`src/rtl/user_event_arbiter.sv`:
```
// user_event_arbiter: merges keyboard and gamepad event sources into one
// show-ahead event FIFO. EV_NEW_GAME is always granted first. Other fresh events
// and held-key auto-repeats are each arbitrated round-robin.

package user_event_pkg;
  typedef enum logic [2:0] {
    EV_NONE     = 3'd0,
    EV_LEFT     = 3'd1,
    EV_RIGHT    = 3'd2,
    EV_DOWN     = 3'd3,
    EV_ROTATE   = 3'd4,
    EV_NEW_GAME = 3'd5
  } user_event_t;
endpackage

module user_event_arbiter
  import user_event_pkg::*;
#(
  parameter int FIFO_DEPTH    = 4,
  parameter int REPEAT_DELAY  = 25_000_000,
  parameter int REPEAT_PERIOD = 5_000_000
) (
  input  logic        clk_i,
  input  logic        srst_n_i,
  input  user_event_t src0_event_i,
  input  logic        src0_valid_i,
  output logic        src0_ready_o,
  input  logic        src0_hold_i,
  input  user_event_t src1_event_i,
  input  logic        src1_valid_i,
  output logic        src1_ready_o,
  input  logic        src1_hold_i,
  output user_event_t user_event_o,
  output logic        user_event_ready_o,
  input  logic        user_event_rd_req_i
);

  localparam int AW = $clog2(FIFO_DEPTH);
  localparam int CW = $clog2((REPEAT_DELAY > REPEAT_PERIOD) ? REPEAT_DELAY : REPEAT_PERIOD);
  localparam logic [AW:0]   DEPTH_C  = (AW+1)'(FIFO_DEPTH);
  localparam logic [CW-1:0] DLY_LOAD = CW'(REPEAT_DELAY - 1);
  localparam logic [CW-1:0] PER_LOAD = CW'(REPEAT_PERIOD - 1);

  typedef enum logic [1:0] {R_IDLE, R_DELAY, R_PEND, R_RATE} rpt_state_t;

  // FIFO storage and control
  user_event_t      mem [FIFO_DEPTH];
  logic [AW-1:0]    wr_ptr;
  logic [AW-1:0]    rd_ptr;
  logic [AW:0]      count;

  // Arbitration state
  logic             fresh_ptr;
  logic             rpt_ptr;

  // Per-source repeat machines
  rpt_state_t       rpt_state [2];
  logic [CW-1:0]    rpt_cnt   [2];
  user_event_t      rpt_ev    [2];

  user_event_t      src_ev [2];
  logic [1:0]       hold;
  logic [1:0]       f_vld;
  logic [1:0]       f_ng;
  logic [1:0]       r_req;
  logic [1:0]       gnt_f;
  logic [1:0]       gnt_r;
  logic             pop;
  logic             full;
  logic             wr_ok;
  logic             flush;
  logic             wr_en;
  user_event_t      wr_data;

  // Only movement events auto-repeat while the key is held
  function automatic logic is_repeatable(input user_event_t e);
    return (e == EV_LEFT) || (e == EV_RIGHT) || (e == EV_DOWN);
  endfunction

  assign src_ev[0] = src0_event_i;
  assign src_ev[1] = src1_event_i;
  assign hold      = {src1_hold_i, src0_hold_i};
  assign f_vld     = {src1_valid_i, src0_valid_i};
  assign f_ng      = {src1_valid_i && (src1_event_i == EV_NEW_GAME),
                      src0_valid_i && (src0_event_i == EV_NEW_GAME)};
  // A pending repeat is withdrawn as soon as its key is released
  assign r_req     = {(rpt_state[1] == R_PEND) && hold[1],
                      (rpt_state[0] == R_PEND) && hold[0]};

  assign pop   = user_event_rd_req_i && (count != '0);
  assign full  = (count == DEPTH_C);
  assign wr_ok = !full || pop;
  // Only a full FIFO with no pop can block EV_NEW_GAME; it then replaces the backlog
  assign flush = (|f_ng) && !wr_ok;

  // Grant selection: new-game first, then fresh round-robin, then repeat round-robin
  always_comb begin
    gnt_f = 2'b00;
    gnt_r = 2'b00;
    if (!srst_n_i) begin
      gnt_f = 2'b00;
    end else if (f_ng[0]) begin
      gnt_f = 2'b01;
    end else if (f_ng[1]) begin
      gnt_f = 2'b10;
    end else if (wr_ok) begin
      if (f_vld == 2'b11)      gnt_f = fresh_ptr ? 2'b10 : 2'b01;
      else if (|f_vld)         gnt_f = f_vld;
      else if (r_req == 2'b11) gnt_r = rpt_ptr ? 2'b10 : 2'b01;
      else                     gnt_r = r_req;
    end
  end

  assign src0_ready_o = gnt_f[0];
  assign src1_ready_o = gnt_f[1];

  assign wr_en   = (|gnt_f) || (|gnt_r);
  assign wr_data = gnt_f[0] ? src0_event_i :
                   gnt_f[1] ? src1_event_i :
                   gnt_r[0] ? rpt_ev[0]    : rpt_ev[1];

  assign user_event_ready_o = (count != '0);
  assign user_event_o       = (count != '0) ? mem[rd_ptr] : EV_NONE;

  // FIFO payload; occupancy is tracked separately so the payload needs no reset
  always_ff @(posedge clk_i) begin
    if (wr_en) mem[wr_ptr] <= wr_data;
  end

  // FIFO pointers and occupancy, including the new-game flush
  always_ff @(posedge clk_i) begin
    if (!srst_n_i) begin
      wr_ptr <= '0;
      rd_ptr <= '0;
      count  <= '0;
    end else if (flush) begin
      rd_ptr <= wr_ptr;
      wr_ptr <= wr_ptr + AW'(1);
      count  <= (AW+1)'(1);
    end else begin
      if (wr_en) wr_ptr <= wr_ptr + AW'(1);
      if (pop)   rd_ptr <= rd_ptr + AW'(1);
      case ({wr_en, pop})
        2'b10:   count <= count + (AW+1)'(1);
        2'b01:   count <= count - (AW+1)'(1);
        default: count <= count;
      endcase
    end
  end

  // Round-robin pointers, one for fresh events and one for repeats
  always_ff @(posedge clk_i) begin
    if (!srst_n_i) begin
      fresh_ptr <= 1'b0;
      rpt_ptr   <= 1'b0;
    end else begin
      if (|gnt_f) fresh_ptr <= ~fresh_ptr;
      if (|gnt_r) rpt_ptr   <= ~rpt_ptr;
    end
  end

  // Auto-repeat machines; a fresh grant from the same source always restarts them
  always_ff @(posedge clk_i) begin
    for (int n = 0; n < 2; n++) begin
      if (!srst_n_i) begin
        rpt_state[n] <= R_IDLE;
        rpt_cnt[n]   <= '0;
        rpt_ev[n]    <= EV_NONE;
      end else if (gnt_f[n]) begin
        if (is_repeatable(src_ev[n]) && hold[n]) begin
          rpt_state[n] <= R_DELAY;
          rpt_cnt[n]   <= DLY_LOAD;
          rpt_ev[n]    <= src_ev[n];
        end else begin
          rpt_state[n] <= R_IDLE;
        end
      end else if ((rpt_state[n] != R_IDLE) && !hold[n]) begin
        rpt_state[n] <= R_IDLE;
      end else begin
        case (rpt_state[n])
          R_DELAY, R_RATE: begin
            if (rpt_cnt[n] == '0) rpt_state[n] <= R_PEND;
            else                  rpt_cnt[n]   <= rpt_cnt[n] - CW'(1);
          end
          R_PEND: begin
            if (gnt_r[n]) begin
              rpt_state[n] <= R_RATE;
              rpt_cnt[n]   <= PER_LOAD;
            end
          end
          default: rpt_state[n] <= R_IDLE;
        endcase
      end
    end
  end

endmodule
```
`config.mk`:
```
export PLATFORM = sky130hd
export DESIGN_NAME = user_event_arbiter
export DESIGN_NICKNAME = d
export VERILOG_FILES = /design/src/rtl/user_event_arbiter.sv
export SDC_FILE = /design/constraint.sdc
export NUM_CORES = 1
export LEC_CHECK = 0
export CORE_ASPECT_RATIO = 1.25
export CORE_UTILIZATION = 49
export CTS_BUF_LIST = sky130_fd_sc_hd__clkbuf_4
export DETAILED_ROUTE_END_ITERATION = 12
export PLACE_DENSITY = 0.71
export REMOVE_ABC_BUFFERS = 1
export SLEW_MARGIN = 20
export SYNTH_ARGS = -nofsm -noshare
export SYNTH_HDL_FRONTEND = slang
export SYNTH_SLANG_ARGS = --single-unit
```
`constraint.sdc`:
```
create_clock -name clk_i -period 8.77 [get_ports clk_i]
set_input_delay 1.3155 -clock clk_i [delete_from_list [all_inputs] [get_ports clk_i]]
set_output_delay 1.3155 -clock clk_i [all_outputs]
set_load 0.02 [all_outputs]
```
==> flow_metrics.tcl <==
set metrics [dict create \
    status "complete, no violations" \
    path_buf_inv 3 \
    multi_input_area_mm2 0.00203 \
    core_mm2 0.00884 \
    antenna_left 0 \
    num_rows 38 \
    r2r-end "rpt_cnt[1][24]" \
    sw_frac_of_total 0.289 \
    cp_max_fo 11 \
    grt_pass1_vias 3061 \
    cts_resized 0 \
    cts_setup_buffers 0 \
    fin_skew_ns 0.0161 \
    reg2reg_from "rpt_cnt[1][5]" \
    tns_ns 0 \
    mostFrequentLayoutCells "edfxtp_1 (72), xnor2_1 (42), nor2_1 (33), o21ai_0 (26), a21oi_1 (24)" \
    synthToLayoutAreaGrowth_pct 9.19 \
    ff2ff_setup_slack_ns 4.58 \
    fillers 792 \
    yosysWarnings 0 \
    worst_ep_arrival_time_ns 3.78 \
    setup_violations 0 \
    slew_viol_final 0 \
    ctsHtreeMaxLevel 3 \
    firstDrtPassIters 4 \
    netlist.area_leader.share 0.477 \
    syn_area_mm2 0.00453 \
    instances_no_fill 554 \
    cp.required_ns 7.45 \
    slowest_stage "or4b_2" \
    dieArea_mm2 0.00964 \
    path_common_cell "clkdlybuf4s50_1" \
    die_h_um 110 \
    hold_path.startpoint "count[1]" \
    fin_crit_ns 5.09 \
    cts-root-buf "clkbuf_4" \
    fin_crit_sh 0.581 \
    drive_above_1_share 0.0716 \
    first_iter_violations 127 \
    clk_latency_ns 0.43 \
    pwr-share-clk 0.236 \
    ys_seq_area_frac 0.525 \
    fmax_mhz 196 \
    drt-total-wl_mm 8.48 \
    hold_violations 0 \
    min_path_cells 2 \
    tightest_slew_ns 0.986 \
    detail_route.vias_per_cell 5.59 \
    yosys.area.top_type "edfxtp_1" \
    io_pins 19 \
    port_buffers 18 \
    cts_buffer_depth 2 \
    regArea_mm2 0.00238 \
    synth_edf_count 72 \
    reg2reg_depth 5 \
    power.internal_mw 0.658 \
    min_path_type "register to register" \
    layout_commonest_cell "edfxtp_1" \
    track_usage 0.192 \
    cp_cell_sequence "clkdlybuf4s50_1 > or4b_2 > and3_1 > a22oi_1 > inv_1 > clkdlybuf4s50_1" \
    post-dp-hpwl_mm 5.88 \
    fp.dieW_um 88.0 \
    power_frac_seq 0.538 \
    grt_max_degree 27 \
    p_leak_nw 1.72 \
    p_per_area_mw_per_mm2 187 \
    crit_family "buffers and inverters" \
    grt_pass1_wl_mm 14.1 \
    p_sw_mw 0.267 \
    rsz0062_at_grt "no" \
    hold_path_end "count[1]" \
    overflow 0 \
    cts.clk_slew.worst_paths_ns 0.11 \
    nNetsFinal 452 \
    worstSetupPathType "input port to primary output" \
    cts_tree "done" \
    wl_per_cell_um 15.3 \
    grt_antenna_before_repair 1 \
    pwr-share-comb 0.225 \
    placedCellCount 537 \
    synth_top_flop_cell "edfxtp_1" \
    routed-via-count 3096 \
    startpoint_type "input port" \
    cts_buffers 9 \
    maxCapViolations 0 \
    drc 0 \
    cpPeakStageDelay_ns 0.77 \
    synth-seq-cells 83 \
    synth_area_per_cell_um2 11.0 \
    synthCells 411 \
    peakVddDrop_v 0.0000869 \
    initial_core_util 0.513 \
    cts_hold_buf 0 \
    synth_area_leaders "edfxtp_1 (48%), xnor2_1 (8.1%), dfxtp_1 (4.9%), o21ai_0 (2.9%), ha_1 (2.8%)" \
    end_kind "primary output" \
    globalplace.congestion 0.764 \
    slew_headroom 0.341 \
    synth.distinct_cells 50 \
    synth_async_sr_flop_share 0 \
    clock_sinks 83 \
    path_depth 6 \
]
-- final cells by class --
type / instances / area share
clock buffers: 11 / 0.0167
clock inverters: 5 / 0.0109
multi-input cells: 298 / 0.410
inverters: 17 / 0.0129
flip-flops and latches: 83 / 0.481
diodes: 1 / 0.000505
repair buffers: 19 / 0.0379
well taps: 120 / 0.0303
-- cell usage after synthesis, types with 2 or more instances --
cell        n
edfxtp_1   72
xnor2_1    42
nor2_1     33
o21ai_0    26
a21oi_1    24
nor3_1     19
inv_1      17
nand2_1    15
nor4_1     15
and2_1     14
or3_1      12
clkbuf_1   11
dfxtp_1    11
xor2_1     11
ha_1       10
nand3_1     9
nand2b_1    6
mux2i_1     5
and4b_1     4
nand4_1     4
mux4_2      3
nand3b_1    3
o22ai_1     3
or4_1       3
or4_4       3
a31oi_1     2
and3b_1     2
buf_6       2
nand4b_1    2
nor2b_1     2
nor3b_1     2
nor4bb_1    2
o2111ai_1   2
o211a_1     2
or2_2       2
or4b_2      2
-- cell families after synthesis --
kind of cell / synth area share
multiplexers: 0.0259
XOR/XNOR: 0.102
flip-flops: 0.525
AO/OA/AOI/OAI: 0.0839
AND/OR/NAND/NOR: 0.200
adder cells (fa/ha/maj): 0.0320
other: 0.000827
buffers and inverters: 0.0292
-- power by group through the flow --
stage	sequential (mW)	clock, mW	combinational [mW]
detailed placement	0.507	0	0.209
global route	0.503	0.243	0.233
CTS	0.498	0.227	0.210
floorplan	0.498	0	0.144
finish	0.498	0.219	0.209
global placement	0.505	0	0.202
-- tightest hold or removal path: cells and delay by family (launching register included) --
kind | cells | cell delay [ns]
compound gates | 1 | 0.08
flops | 1 | 0.39
simple gates | 1 | 0.07
-- how the worst max path moves through the flow --
stage	from	to	slack [ns]
3_5_place_dp	user_event_rd_req_i	src0_ready_o	3.69
6_report	user_event_rd_req_i	src0_ready_o	3.68
2_1_floorplan	user_event_rd_req_i	src0_ready_o	4.71
4_1_cts	user_event_rd_req_i	src0_ready_o	3.69
5_1_grt	user_event_rd_req_i	src0_ready_o	3.53
3_3_place_gp	user_event_rd_req_i	src0_ready_o	3.71
-- layer usage --
layer / vias to the layer above / track usage / share of wire
met5: - / 0 / 0
met4: 0 / 0.0933 / 0.020
met3: 12 / 0.0383 / 0.036
met2: 52 / 0.311 / 0.49
met1: 1491 / 0.246 / 0.46
li1: 1541 / - / -
-- flip-flops by register name, summed over array words and instances (netlist names), named ones only --
register / cells
count: 3
rpt_cnt: 50
rpt_state: 4
fresh_ptr: 1
rd_ptr: 2
mem: 12
rpt_ev: 6
rpt_ptr: 1
wr_ptr: 2
-- metrics by stage --
stage	power [mW]	setup slack [ns]	hold slack (ns)	utilization	cell area, um^2
finish	0.925	3.68	0.572	0.560	4950
global route	0.979	3.53	0.593	0.560	4950
CTS	0.935	3.69	0.575	0.559	4940
detailed placement	0.716	3.69	0.546	0.544	4810
global placement	0.706	3.71	0.523	0.544	4810
floorplan	0.642	4.71	0.486	-	4470
Note: power is estimated with default switching activity, not from simulation.
